[config.mk]
export PLATFORM = sky130hd
export DESIGN_NAME = fetch_unit
export DESIGN_NICKNAME = d
export VERILOG_FILES = /design/src/rtl/fetch_unit_pkg.sv /design/src/rtl/fetch_timer.sv /design/src/rtl/fetch_unit.sv
export SDC_FILE = /design/constraint.sdc
export NUM_CORES = 1
export LEC_CHECK = 0
export CORE_MARGIN = 3
export CORE_UTILIZATION = 43
export CTS_BUF_LIST = sky130_fd_sc_hd__clkbuf_16
export CTS_CLUSTER_SIZE = 10
export DETAILED_ROUTE_END_ITERATION = 10
export HOLD_SLACK_MARGIN = 0.08
export MAX_ROUTING_LAYER = met4
export PLACE_DENSITY = 0.78
export SYNTH_ARGS = -nofsm -noshare
export SYNTH_HDL_FRONTEND = slang
export SYNTH_SLANG_ARGS = --single-unit
[constraint.sdc]
create_clock -name CLK -period 1.9 [get_ports CLK]
set_clock_uncertainty 0.05 [all_clocks]
set_input_delay 0.19 -clock CLK [delete_from_list [all_inputs] [get_ports CLK]]
set_output_delay 0.19 -clock CLK [all_outputs]
set_load 0.005 [all_outputs]
[src/rtl/fetch_unit_pkg.sv]
// Shared CPU definitions: datapath widths, NOP encoding and fetch FSM states.
// The phase generator and decode stage import the same package.
package fetch_unit_pkg;

  localparam int DEF_PC_W    = 8;
  localparam int DEF_IR_W    = 15;
  localparam int DEF_TIMEOUT = 15;

  // All-zero instruction word decodes as a no-operation.
  localparam logic [DEF_IR_W-1:0] NOP_INSTR = 15'h0000;

  typedef enum logic [1:0] {
    FT_IDLE = 2'b00,
    FT_REQ  = 2'b01,
    FT_DONE = 2'b10
  } fetch_state_e;

  // Counter width able to hold values 0..limit; never narrower than 2 bits.
  function automatic int cnt_width(input int limit);
    int w;
    w = $clog2(limit + 1);
    if (w < 2) begin
      w = 2;
    end else begin
      w = w;
    end
    return w;
  endfunction

endpackage

[src/rtl/fetch_timer.sv]
// Wait-cycle counter for an outstanding instruction fetch.
// 'expired' is high while the counter holds TIMEOUT-1, i.e. during the
// TIMEOUT-th consecutive enabled cycle since the last clear.
module fetch_timer
  import fetch_unit_pkg::*;
#(
  parameter int TIMEOUT = DEF_TIMEOUT,
  parameter int CNT_W   = cnt_width(DEF_TIMEOUT)
) (
  input  logic clk,
  input  logic reset,
  input  logic clear,
  input  logic enable,
  output logic expired
);

  localparam logic [CNT_W-1:0] LAST = CNT_W'(TIMEOUT - 1);
  localparam logic [CNT_W-1:0] ONE  = {{(CNT_W-1){1'b0}}, 1'b1};

  logic [CNT_W-1:0] count_r;

  // Count enabled wait cycles, saturating at the last one; clear restarts.
  always_ff @(posedge clk) begin
    if (reset) begin
      count_r <= {CNT_W{1'b0}};
    end else if (clear) begin
      count_r <= {CNT_W{1'b0}};
    end else if (enable && (count_r != LAST)) begin
      count_r <= count_r + ONE;
    end else begin
      count_r <= count_r;
    end
  end

  assign expired = (count_r == LAST);

endmodule

[src/rtl/fetch_unit.sv]
// Instruction fetch unit: owns the PC, issues one memory read per fetch
// strobe, loads the instruction register and aborts a fetch to a NOP when
// memory does not answer within TIMEOUT cycles.
module fetch_unit
  import fetch_unit_pkg::*;
#(
  parameter int PC_W    = DEF_PC_W,
  parameter int IR_W    = DEF_IR_W,
  parameter int TIMEOUT = DEF_TIMEOUT
) (
  input  logic            CLK,
  input  logic            RESET,
  input  logic            FT_EN,
  input  logic            WB_EN,
  input  logic            JUMP,
  input  logic [PC_W-1:0] JUMP_ADDR,
  output logic            MEM_REQ,
  output logic [PC_W-1:0] MEM_ADDR,
  input  logic            MEM_ACK,
  input  logic [IR_W-1:0] MEM_RDATA,
  output logic [IR_W-1:0] IR,
  output logic            IR_VALID,
  output logic [PC_W-1:0] PC,
  output logic            BUSY,
  output logic            FETCH_ERR
);

  localparam logic [PC_W-1:0] PC_ONE = {{(PC_W-1){1'b0}}, 1'b1};

  fetch_state_e    state_r;
  logic [PC_W-1:0] pc_next_s;
  logic            start_fetch_s;
  logic            wait_en_s;
  logic            expired_s;

  // PC value after this cycle; a fetch started alongside WB_EN uses it.
  always_comb begin
    pc_next_s = PC;
    if (WB_EN) begin
      if (JUMP) begin
        pc_next_s = JUMP_ADDR;
      end else begin
        pc_next_s = PC + PC_ONE;
      end
    end else begin
      pc_next_s = PC;
    end
  end

  assign start_fetch_s = FT_EN && (state_r != FT_REQ);
  assign wait_en_s     = (state_r == FT_REQ) && !MEM_ACK;

  fetch_timer #(
    .TIMEOUT (TIMEOUT),
    .CNT_W   (cnt_width(TIMEOUT))
  ) u_timer (
    .clk     (CLK),
    .reset   (RESET),
    .clear   (start_fetch_s),
    .enable  (wait_en_s),
    .expired (expired_s)
  );

  // Fetch FSM with PC commit; every output is a register.
  always_ff @(posedge CLK) begin
    if (RESET) begin
      state_r   <= FT_IDLE;
      PC        <= {PC_W{1'b0}};
      IR        <= {IR_W{1'b0}};
      IR_VALID  <= 1'b0;
      MEM_REQ   <= 1'b0;
      MEM_ADDR  <= {PC_W{1'b0}};
      BUSY      <= 1'b0;
      FETCH_ERR <= 1'b0;
    end else begin
      PC <= pc_next_s;

      // A fetch strobe while one is outstanding is lost; remember it.
      if (FT_EN && (state_r == FT_REQ)) begin
        FETCH_ERR <= 1'b1;
      end

      case (state_r)
        FT_IDLE, FT_DONE: begin
          if (FT_EN) begin
            state_r  <= FT_REQ;
            MEM_REQ  <= 1'b1;
            MEM_ADDR <= pc_next_s;
            BUSY     <= 1'b1;
            IR_VALID <= 1'b0;
          end else if (WB_EN) begin
            IR_VALID <= 1'b0;
          end
        end

        FT_REQ: begin
          // MEM_ADDR is deliberately left alone here even if PC moves.
          if (MEM_ACK) begin
            state_r  <= FT_DONE;
            IR       <= MEM_RDATA;
            IR_VALID <= !WB_EN;
            MEM_REQ  <= 1'b0;
            BUSY     <= 1'b0;
          end else if (expired_s) begin
            state_r   <= FT_DONE;
            IR        <= IR_W'(NOP_INSTR);
            IR_VALID  <= !WB_EN;
            MEM_REQ   <= 1'b0;
            BUSY      <= 1'b0;
            FETCH_ERR <= 1'b1;
          end else if (WB_EN) begin
            IR_VALID <= 1'b0;
          end
        end

        default: begin
          state_r  <= FT_IDLE;
          MEM_REQ  <= 1'b0;
          BUSY     <= 1'b0;
          IR_VALID <= 1'b0;
        end
      endcase
    end
  end

endmodule
==> results <==
[critical path: stages (launching register included)]
cell and delay, ns:
dfxtp_1 0.43, ha_1 0.25, nand3_2 0.11, or2_0 0.24, a2111oi_1 0.36, a31o_1 0.15
[cell families after synthesis]
logic type      count (synthesis)
simple gates                   79
fa+ha+maj                       3
mux                             2
compound gates                 50
xor+xnor                        3
flops                          40
buf+inv                        15
[report_power, final]
part	total, W	switching [W]	leakage (nW)	internal, W
sequential	0.000915	0.0000343	0.327	0.000881
clock	0.000931	0.000320	0.0850	0.000612
combinational	0.000298	0.000122	0.529	0.000176
total	0.00214	0.000476	0.940	0.00167
[cells in the final DEF, fill, tap and decap left out, drive strengths merged, types with 2 or more instances in the layout]
cell and n:
a31o 3, o31ai 3, xnor2 3, buf 6
or2b 2, nand3 7, clkbuf 5, inv 4
nand4 2, a22oi 16, nor2b 3, a211oi 4
o21ai 5, nand2 12, mux2i 2, ha 3
nor2 34, nand2b 2, a21oi 7, dfxtp 40
nor3 6, nand3b 3, or2 2, o211ai 3
clkdlybuf4s50 63
[area by class of cell]
cell class                      instances  share of cell area
Clock inverter                          3              0.0153
Timing Repair Buffer                   69               0.266
Inverter                                3             0.00444
Tap cell                               48              0.0237
Sequential cell                        40               0.315
Clock buffer                            5              0.0493
Multi-Input combinational cell        137               0.326
[flip-flops by register name, summed over array words and instances (netlist names)]
signal and count:
MEM_ADDR 8, u_timer.count_r 4, state_r 2, BUSY 1, FETCH_ERR 1, IR 15
PC 8, IR_VALID 1
[worst paths after layout]
check,endpoint,startpoint,cells after the start
worst min-delay path,MEM_ADDR[5]$_SDFFE_PP0P_,MEM_ADDR[5]$_SDFFE_PP0P_,2
worst max register to register,MEM_ADDR[6]$_SDFFE_PP0P_,PC[0]$_SDFF_PP0_,5
worst min register to register,MEM_ADDR[5]$_SDFFE_PP0P_,MEM_ADDR[5]$_SDFFE_PP0P_,2
worst max-delay path,MEM_ADDR[6]$_SDFFE_PP0P_,PC[0]$_SDFF_PP0_,5
[per-layer routing]
layer,vias up,share of wire,GRT usage
li1,811,-,-
met1,728,0.48,0.240
met2,41,0.46,0.281
met3,5,0.048,0.0598
met4,0,0.015,0.0651
met5,-,0,-
[stage by stage]
stage                     setup slack [ns]  power, W  utilization  cell area [µm²]
after floorplan                      0.381   0.00107            -             1710
after global placement               0.219   0.00123        0.634             2370
after detailed placement             0.193   0.00123        0.634             2370
after CTS                            0.242   0.00217        0.678             2540
after global routing                 0.152   0.00224        0.678             2540
final                                0.247   0.00214        0.678             2540
==> metrics.md <==
| Metric | Value |
|---|---|
| Slew @ Worst Pin | ~0.55 ns |
| Clock Pin Slew Worst Setup and Hold Paths | 0.06 ns |
| Final RePlAce weighted congestion | a little under 0.8 |
| Initial DRC Count | between 150 and 200 |
| CTS root buf | clkbuf_16 |
| Area occupied by multi-input gates | just over 800 µm² |
| Setup violators final | 0 |
| Synth top area share | 0.469 |
| Vias per std cell | between 5 and 6 |
| Hold buffers post-CTS | 0 |
| Synth Area in XOR/XNOR | 0.0154 |
| Largest family of logic cells by synthesized area | simple AND/OR/NAND/NOR gates |
| DRT Wirelength | 4200 µm |
| Min Tclk post-route | 1.65 ns |
| Number of flops mapped to enable cells by yosys | 0 |
| Share of post-route cells with drive strength above 1 | 0.0700 |
| Hold Crit Class | reg2reg |
| N_diodes | 0 |
| Net Count, Synth | ~220 |
| Sequential share of the synthesized area | 0.469 |
| Worst Setup Path Type | reg2reg |
| Post-Synth Simple-Gate Area | 0.228 |
| Largest net degree at the start of global routing | 31 |
| Avg WL per Cell | 13.8 µm |
| Post-synthesis register bit count | 40 |
| FF-to-FF setup slack | ~0.25 ns |
| Max IR drop VDD | 651 µV |
| Yosys warns | 0 |
| Crit share post-route | 0.870 |
| Nets | 288 |
| Post-synthesis mux area share | 0.0117 |
| Max-Cap Viols | 0 |
| Max frequency | 605 MHz |
| Post-synth ARST share | 0 |
| DRC viols | 0 |
| H-Tree Depth | 2 |
| Post-synth cell types | 46 |
| Fillers | about 320 |
| # clock sinks | 40 |
| Die area | 0.00477 mm² |
| Total CTS buffers | 5 |
| Die Y | roughly 69 µm |
| Post-synth top cells | 40 x dfxtp_1, 33 x nor2_1, 16 x a22oi_1 |
| Global-route wire length before repair | roughly 7000 µm |
| Adder-Cell Fraction of Synth Area | 0.0220 |
| DR pass1 iterations | 4 |
| CP Data Required Time | ~2.1 ns |
| Dominant cells by area after synthesis | dfxtp_1 47%, nor2_1 7.2%, a22oi_1 7.0%, nand2_1 2.6%, ha_1 2.2% |
| Placed Cells | 297 |
| Detailed placement HPWL | between 2000 and 3000 µm |
| CP max FO | 7 |
| Vias post-DR | 1585 |
| Area growth, synth to finish | 48.5% |
| Port bufs | 63 |
| CTS resizes | 0 |
| Hold_ws | ~0.42 ns |
| Final antenna-violating net count | 0 |
| Initial Util | 0.457 |
| Rel. slew slack | 0.637 |
| Pwr per Cell Area | between 800 and 900 mW/mm² |
| P_leak | approximately 0.94 nW |
| Syn Inst Count | 192 |
| Arrival @ worst endpoint | roughly 1.8 ns |
| Synth Cell Area | about 0.0017 mm² |
| Count leader, synth | dfxtp_1 |
| Setup Buffers After CTS | 0 |
| Status | completed |
| Horiz. Die Dim | 69.0 µm |
| Most common flop cell mapped by yosys | dfxtp_1 |
| Vias in the first global route | 1529 |
| Register area | roughly 800 µm² |
| Setup TNS Final | 0 ns |
| Area of the core | ~0.0037 mm² |
| Total GRT Usage | 0.188 |
| Compound-Gate Fraction of Synth Area | 0.206 |
| Clk_lat worst skew | roughly 0.28 ns |
| Cell taking the most area after synthesis | dfxtp_1 |
| Ports | 64 |
| Fin. Hold Viols | 0 |
| Fin. max-slew vios | 0 |
| CTS tree | yes |
| Number of placement rows | 22 |
| CP startpoint kind | flip-flop |
| Remaining global-route overflow | 0 |
| Unrepaired setup endpoints after global routing | no |
| Initial antenna violation count | 0 |
| CP endpoint kind | flip-flop |
| Clk buf depth | 2 |
| Post-Layout Cell Count | between 300 and 400 |
| Syn_area_per_cell | 8.90 µm² |
No activity file was read; power rests on OpenSTA's default activity.
